### src/rtl/pulse_meter_pkg.sv
// Shared types for the pulse period meter.
package pulse_meter_pkg;
  typedef enum logic {S_IDLE, S_MEASURE} pulse_meter_state_t;
endpackage

### src/rtl/pulse_period_meter.sv
// Measures enabled-cycle intervals between single-cycle pulses, with
// programmable loss-of-pulse timeout and a stable-period lock indicator.
module pulse_period_meter
  import pulse_meter_pkg::*;
#(
  parameter int N = 8
) (
  input  logic         clk,
  input  logic         rst,
  input  logic         ena,
  input  logic         pulse_in,
  input  logic [N-1:0] max_ticks,
  output logic [N-1:0] period,
  output logic         valid,
  output logic         timeout,
  output logic         locked
);
  localparam logic [N-1:0] CNT_MAX = '1;

  pulse_meter_state_t state, state_nx;
  logic [N-1:0] count, count_nx;
  logic [N-1:0] period_nx, prev_period, prev_period_nx;
  logic         valid_nx, timeout_nx, locked_nx, prev_valid, prev_valid_nx;

  always_ff @(posedge clk or negedge rst) begin
    if (!rst) begin
      state       <= S_IDLE;
      count       <= '0;
      period      <= '0;
      valid       <= 1'b0;
      timeout     <= 1'b0;
      locked      <= 1'b0;
      prev_period <= '0;
      prev_valid  <= 1'b0;
    end else begin
      state       <= state_nx;
      count       <= count_nx;
      period      <= period_nx;
      valid       <= valid_nx;
      timeout     <= timeout_nx;
      locked      <= locked_nx;
      prev_period <= prev_period_nx;
      prev_valid  <= prev_valid_nx;
    end
  end

  always_comb begin
    state_nx       = state;
    count_nx       = count;
    period_nx      = period;
    valid_nx       = 1'b0;
    timeout_nx     = 1'b0;
    locked_nx      = locked;
    prev_period_nx = prev_period;
    prev_valid_nx  = prev_valid;
    if (ena) begin
      case (state)
        S_IDLE: begin
          // First pulse after idle only arms the measurement.
          if (pulse_in) begin
            state_nx = S_MEASURE;
            count_nx = N'(1);
          end
        end
        S_MEASURE: begin
          // A pulse beats a coincident timeout threshold.
          if (pulse_in) begin
            period_nx      = count;
            valid_nx       = 1'b1;
            count_nx       = N'(1);
            locked_nx      = prev_valid && (count == prev_period);
            prev_period_nx = count;
            prev_valid_nx  = 1'b1;
          end else if (max_ticks != '0 && count == max_ticks) begin
            timeout_nx    = 1'b1;
            locked_nx     = 1'b0;
            prev_valid_nx = 1'b0;
            count_nx      = '0;
            state_nx      = S_IDLE;
          end else if (count != CNT_MAX) begin
            count_nx = count + N'(1);
          end
        end
        default: state_nx = S_IDLE;
      endcase
    end
  end
endmodule

### config.mk
export PLATFORM = sky130hd
export DESIGN_NAME = pulse_period_meter
export DESIGN_NICKNAME = d
export VERILOG_FILES = /design/src/rtl/pulse_meter_pkg.sv /design/src/rtl/pulse_period_meter.sv
export SDC_FILE = /design/constraint.sdc
export NUM_CORES = 1
export LEC_CHECK = 0
export ABC_AREA = 0
export BUFFER_PORTS_ARGS = -buffer_cell sky130_fd_sc_hd__buf_2
export CAP_MARGIN = 40
export CORE_MARGIN = 3
export CORE_UTILIZATION = 50
export CTS_BUF_LIST = sky130_fd_sc_hd__clkbuf_4 sky130_fd_sc_hd__clkbuf_8
export DETAILED_ROUTE_END_ITERATION = 12
export PLACE_DENSITY = 0.78
export SYNTH_ARGS = -nofsm -noshare
export SYNTH_HDL_FRONTEND = slang
export SYNTH_SLANG_ARGS = --single-unit
### constraint.sdc
create_clock -name clk -period 2.7 [get_ports clk]
set_clock_uncertainty 0.15 [all_clocks]
set_input_delay 0.405 -clock clk [delete_from_list [all_inputs] [get_ports clk]]
set_output_delay 0.405 -clock clk [all_outputs]
set_load 0.01 [all_outputs]
==> summary.txt, run 1 <==
Layout
  • Share of cells above drive strength 1: 32.35%
  • Area Overhead vs Synth: 11.86%
  • Area of the multi-input gates: between 600 and 700 µm²
  • Layout fillers: between 200 and 250
  • Fin nets: 150
  • Seq. cell area: 525.5 µm²
  • Ant diodes: 0

Global routing
  • Largest net degree at the start of global routing: 22
  • Total grt overflow: 0
  • Global-route wire length before repair: around 3700 µm
  • Vias in the first global route: just over 800
  • Global Route Usage Sum: 17.14%
  • Initial antenna violation count: 0

Floorplan
  • # rows: 17
  • Initial Utilization: a little over half
  • Core Area: about 2300 µm²
  • Die H: around 55 µm
  • IO Pins: 23
  • Die Area: between 3000 and 4000 µm²
  • Die width: ~55 µm

Timing
  • RSZ-0062 raised after global routing: no
  • Final period util: between 80% and 90%
  • Relative slew slack: approximately 67%
  • Slew @ Worst Pin: between 0.4 and 0.5 ns
  • Final Hold Viols: 0
  • Pins Over Slew Limit: 0
  • Final hold slack: 0.2706 ns
  • # setup viols final: 0
  • Setup TNS: 0 ns
  • Fmax: 438.8 MHz
  • Crit path time final: around 2.3 ns

Worst setup path
  • Crit start category: register
  • Crit Path Category: register to register
  • Worst R2R End: count[2]$_DFFE_PN0P_
  • Cells on worst reg2reg path: 5
  • Kind of end point of the critical path: register
  • Flop2flop setup slack: between 0.4 and 0.5 ns
  • Max Fanout on Critical Path: 6
  • Required @ worst endpoint: ~2.8 ns
  • Start point of the critical path: count[7]$_DFFE_PN0P_
  • R2R Path Start: count[7]$_DFFE_PN0P_
  • WP data arrival: between 2 and 2.5 ns
  • Worst setup endpoint: count[2]$_DFFE_PN0P_

Power
  • Leak: approximately 0.00064 µW
  • Pwr Density: between 600 and 700 nW/µm²
  • Peak VDD IR: 0.0003430 V

Route
  • DR iter-0 viols: 26
  • Drt first pass iters: 4
  • Via/cell ratio: between 5 and 6
  • WL per Instance: approximately 14 µm
  • Antenna viol nets, final: 0
  • Remaining DRCs: 0
  • Total wire length: ~2400 µm
  • Vias post-DR: around 940

Yosys
  • Yosys warns: 0
  • Synth Register Bits: 21
  • Ys async rst share: 100.0%
  • Post-Synthesis Cells: between 100 and 150
  • Post-synth EDFFs: 0
  • Mapped Nets: roughly 130
  • Mapped Area: between 1000 and 1500 µm²
  • Syn_area_per_cell: around 10 µm²
  • Sequential fraction of the synthesis area: a little over two fifths
  • Ys flop type: dfrtp_1
  • Synth cell types: 35

Clocking
  • Clk sink count: 21
  • Htree depth: 1
  • Resized Gates After CTS: 0
  • Clk Latency, worst-skew pair: around 0.3 ns
  • Clk pin slew, worst setup/hold paths: 0.11 ns
  • CTS Buf Count: 3
  • CTS tree: built
  • Root buf cell: clkbuf_4
  • Clk buf depth: 2

Run
  • Max-cap viol count: 0

Place
  • GP Congestion: between 0.7 and 0.8
  • Port-buffer cells: 22
  • DP Wirelength: between 1500 and 2000 µm

Status
  • Status: finished clean

Min path
  • Hold WC Path Type: input port to register
[what timing repair did]
action | CTS | global route
setup buffers | 0 | 0
endpoints found under the hold margin | 21 | 0
hold buffers | 1 | 0
[metal layers]
metal	share of wire, %	track usage (%)	vias to the layer above
met1	46	22.06	467
li1	-	-	457
met5	0	0	-
met3	3.7	3.217	4
met4	1.3	8.097	0
met2	49	27.56	16
[worst max-delay path, cell delays in order (launching register included)]
cell and delay [ns]:
dfrtp_1 0.47, xor2_1 0.17, a211o_1 0.31, or4_4 0.53, and2_1 0.23, a211o_1 0.31
[state kept, by name, summed over array words and instances (netlist names)]
name,cells
count,8
locked,1
prev_period,8
prev_valid,1
state,1
timeout,1
valid,1
[metrics by stage]
stage                     setup slack [ns]  power, µW  instances  cell area [µm²]  util, %
after floorplan                     0.5087      660.6        115             1202        -
after global placement              0.4094      725.6        159             1305    57.88
after detailed placement            0.3913      737.1        159             1305    57.88
after CTS                           0.4290      903.5        164             1345    59.66
after global routing                0.3068      947.5        164             1345    59.66
final                               0.4210      891.7        164             1345    59.66
[logic make-up (layout without fill, tap and decap cells)]
group                    count (synthesis)  in the layout  share of synthesized area (%)
AND/OR/NAND/NOR                         34             34                          15.40
AO/OA/AOI/OAI                           24             24                          14.67
flip-flops                              21             21                          43.70
XOR/XNOR                                16             16                          11.65
buffers and inverters                   10             31                          5.098
multiplexers                             9              9                          8.429
adder cells (fa/ha/maj)                  1              1                          1.040
[power breakdown]
| group | internal, µW | total (µW) | switching (µW) | leakage (µW) |
|---|---|---|---|---|
| sequential | 372 | 456 | 83.4 | 0.000270 |
| clock | 67.6 | 160 | 92.0 | 0.0000184 |
| combinational | 150 | 276 | 126 | 0.000354 |
[worst min-delay path by stage]
stage,depth (start not counted),slack [ns],end,from
6_report,2,0.27,state$_DFFE_PN0P_,pulse_in
5_1_grt,2,0.28,state$_DFFE_PN0P_,pulse_in
4_1_cts,2,0.25,state$_DFFE_PN0P_,pulse_in
3_5_place_dp,1,0.24,valid$_DFF_PN0_,rst
3_3_place_gp,1,0.23,prev_valid$_DFFE_PN0P_,rst
2_1_floorplan,0,-0.04,count[0]$_DFFE_PN0P_,rst
[layout make-up]
type                       instances  share of cell area, %
timing repair buffer              24                  9.488
sequential                        21                  39.07
inverter                           3                 0.8372
tap                               28                  2.605
multi-input combinational         84                  45.77
clock buffer                       4                  2.233
[cell usage after synthesis, types with 2 or more instances]
cell type  instances  area [µm²]
inv_1              3       11.26
nor4_1             3       18.77
xnor2_1           13       113.9
nand2_1           10       37.54
a21o_2             4       35.03
a21oi_1            5       25.02
mux2_2             9       101.4
o21ai_0            4       20.02
clkbuf_1           3       11.26
buf_6              3       33.78
nand3_1            4       20.02
o31ai_1            2       15.01
a211o_1            2       17.52
dfrtp_1           21       525.5
xor2_1             3       26.28
nand4_1            3       18.77
nor3_1             2       10.01
or3_1              3       18.77
and3_1             2       12.51
[placed cells by master, fill, tap and decap left out, types with 3 or more instances in the layout]
cell type and n:
dfrtp_1 21, clkbuf_4 4, a21oi_1 5, nand2_1 10
a21o_2 4, o21ai_0 4, nor4_1 3, inv_1 3
xnor2_1 13, xor2_1 3, buf_2 22, nand3_1 4
nand4_1 3, or3_1 3, mux2_2 9
No activity file was read; power rests on OpenSTA's default activity.
==> run 2: changes to the inputs <==
==> constraint.sdc (replaced) <==
create_clock -name clk -period 2.1 [get_ports clk]
set_clock_uncertainty 0.15 [all_clocks]
set_input_delay 0.315 -clock clk [delete_from_list [all_inputs] [get_ports clk]]
set_output_delay 0.315 -clock clk [all_outputs]
set_load 0.01 [all_outputs]
==> summary.txt, run 2 (synthesized netlist as in run 1, its figures left out) <==
Status
  • Status: finished with violations
  • Failing checks: negative setup slack

Worst setup path
  • Max stage delay cell, worst path: or4_4
  • WP data arrival: around 2.2 ns
  • Worst path bufs/invs: 0
  • Crit start category: register
  • Worst setup endpoint: count[2]$_DFFE_PN0P_
  • Start point of the critical path: count[7]$_DFFE_PN0P_
  • Worst R2R End: count[2]$_DFFE_PN0P_
  • R2R Path Start: count[7]$_DFFE_PN0P_
  • Critical path's top delay family: simple AND/OR/NAND/NOR gates
  • Stages on worst setup path: 5
  • Crit Path Category: register to register
  • CP Cell Sequence: xor2_1 > a211o_1 > or4_4 > and2_4 > a211o_1
  • Max Fanout on Critical Path: 6
  • Worst stage delay on the critical path: 0.54 ns
  • Most frequent CP cell: a211o_1
  • Kind of end point of the critical path: register
  • Flop2flop setup slack: -0.08 ns
  • Required @ worst endpoint: 2.16 ns
  • Cells on worst reg2reg path: 5

Timing
  • Crit path time final: about 2.2 ns
  • # setup viols final: 2
  • Final Hold Viols: 0
  • RSZ-0062 raised after global routing: yes
  • Relative slew slack: 63.78%
  • Setup ws final: -0.07660 ns
  • Fmax: around 460 MHz
  • Slew @ Worst Pin: ~0.54 ns
  • Setup TNS: -0.1180 ns
  • Final period util: 103.6%
  • Pins Over Slew Limit: 0

Place
  • Port-buffer cells: 22
  • Dpl cells: 173
  • DP Area: 1413 µm²
  • DP Wirelength: approximately 2200 µm
  • Pre-CTS setup slack: -0.06992 ns
  • GP Congestion: between 0.7 and 0.8

Global routing
  • Global Route Usage Sum: 22.13%
  • Total grt overflow: 0
  • Global-route wire length before repair: approximately 4700 µm
  • Vias in the first global route: between 1000 and 1500
  • Largest net degree at the start of global routing: 22
  • Initial antenna violation count: 0

Route
  • Total wire length: ~3100 µm
  • Antenna viol nets, final: 0
  • Drt first pass iters: 6
  • DR iter-0 viols: 27
  • WL per Instance: about 17 µm
  • Remaining DRCs: 0
  • Vias post-DR: around 1100
  • Via/cell ratio: slightly below 6

Layout
  • Share of cells above drive strength 1: 43.23%
  • Seq. cell area: approximately 530 µm²
  • Most common cell after layout, fill and taps aside: buf_2
  • Layout fillers: 174
  • Final std cells w/o fill: between 150 and 200
  • Ant diodes: 0
  • Fin nets: 169
  • Most frequent cells in the layout: 22 x buf_2, 20 x dfrtp_1, 20 x buf_4
  • Area Overhead vs Synth: 25.60%
  • Top flop regs: count (8), prev_period (8)
  • Final instance area: between 1500 and 2000 µm²
  • Area of the multi-input gates: ~640 µm²

Run
  • Max-cap viol count: 0

Min path
  • Hold WC Path Type: input port to register

Floorplan
  • IO Pins: 23
  • Core Area: between 2000 and 2500 µm²
  • Die H: between 50 and 60 µm
  • Die width: around 55 µm
  • # rows: 17
  • Die Area: 3029 µm²
  • Initial Utilization: between 50% and 60%

Power
  • Sw frac: a little over a third
  • Tot Pwr: between 1000 and 1500 µW
  • Sw power: about 450 µW
  • Peak VDD IR: 0.0005970 V
  • Internal power: a little over 800 µW
  • Leak: roughly 0.00074 µW
  • Reg power frac: a little under half
  • Clk network pwr share: between 10% and 20%
  • Combinational Power Share: between 30% and 40%
  • Pwr Density: 828.4 nW/µm²

Clocking
  • Clk pin slew, worst setup/hold paths: about 0.13 ns
  • CTS tree: built
  • Root buf cell: clkbuf_4
  • Htree depth: 1
  • Clk sink count: 21
  • CTS Buf Count: 3
  • Clk Latency, worst-skew pair: approximately 0.32 ns
  • Clk buf depth: 2
-- run 2: cell type report --
cell class | count | share of cell area, %
Clock inverter | 1 | 0.3314
Tap cell | 28 | 2.320
Clock buffer | 3 | 1.491
Inverter | 3 | 0.7456
Timing Repair Buffer | 43 | 17.90
Sequential cell | 21 | 34.88
Multi-Input combinational cell | 84 | 42.34
-- run 2: what timing repair did --
action	CTS	global route
setup buffers	3	2
hold buffers	1	0
setup endpoints to repair	8	7
resized for setup	1	3
endpoints found under the hold margin	21	0
-- run 2: power groups by stage --
| stage | clock, µW | sequential, µW | combinational [µW] |
|---|---|---|---|
| 5_1_grt | 228 | 581 | 516 |
| 3_3_place_gp | 0 | 567 | 419 |
| 2_1_floorplan | 0 | 561 | 290 |
| 6_report | 207 | 572 | 471 |
| 3_5_place_dp | 0 | 576 | 439 |
| 4_1_cts | 207 | 566 | 456 |
-- run 2: per-layer routing --
layer,track usage (%),up-vias,share of wire [%]
li1,-,494,-
met1,24.01,512,41
met2,39.37,45,50
met3,5.630,10,5.8
met4,11.34,0,2.8
met5,0,-,0
-- run 2: worst min-delay path by stage --
stage	startpoint	end	slack [ns]	depth (start not counted)
5_1_grt	ena	timeout$_DFF_PN0_	0.18	2
3_5_place_dp	rst	valid$_DFF_PN0_	0.15	1
6_report	pulse_in	state$_DFFE_PN0P_	0.20	2
4_1_cts	pulse_in	state$_DFFE_PN0P_	0.17	2
3_3_place_gp	rst	prev_valid$_DFFE_PN0P_	0.14	1
2_1_floorplan	rst	count[0]$_DFFE_PN0P_	-0.13	0
-- run 2: metrics by stage --
| step | hold slack, ns | util [%] |
|---|---|---|
| final | 0.1984 | 66.98 |
| after global routing | 0.1792 | 66.98 |
| after CTS | 0.1671 | 65.54 |
| after detailed placement | 0.1464 | 62.65 |
| after global placement | 0.1436 | 62.65 |
| after floorplan | -0.1306 | - |
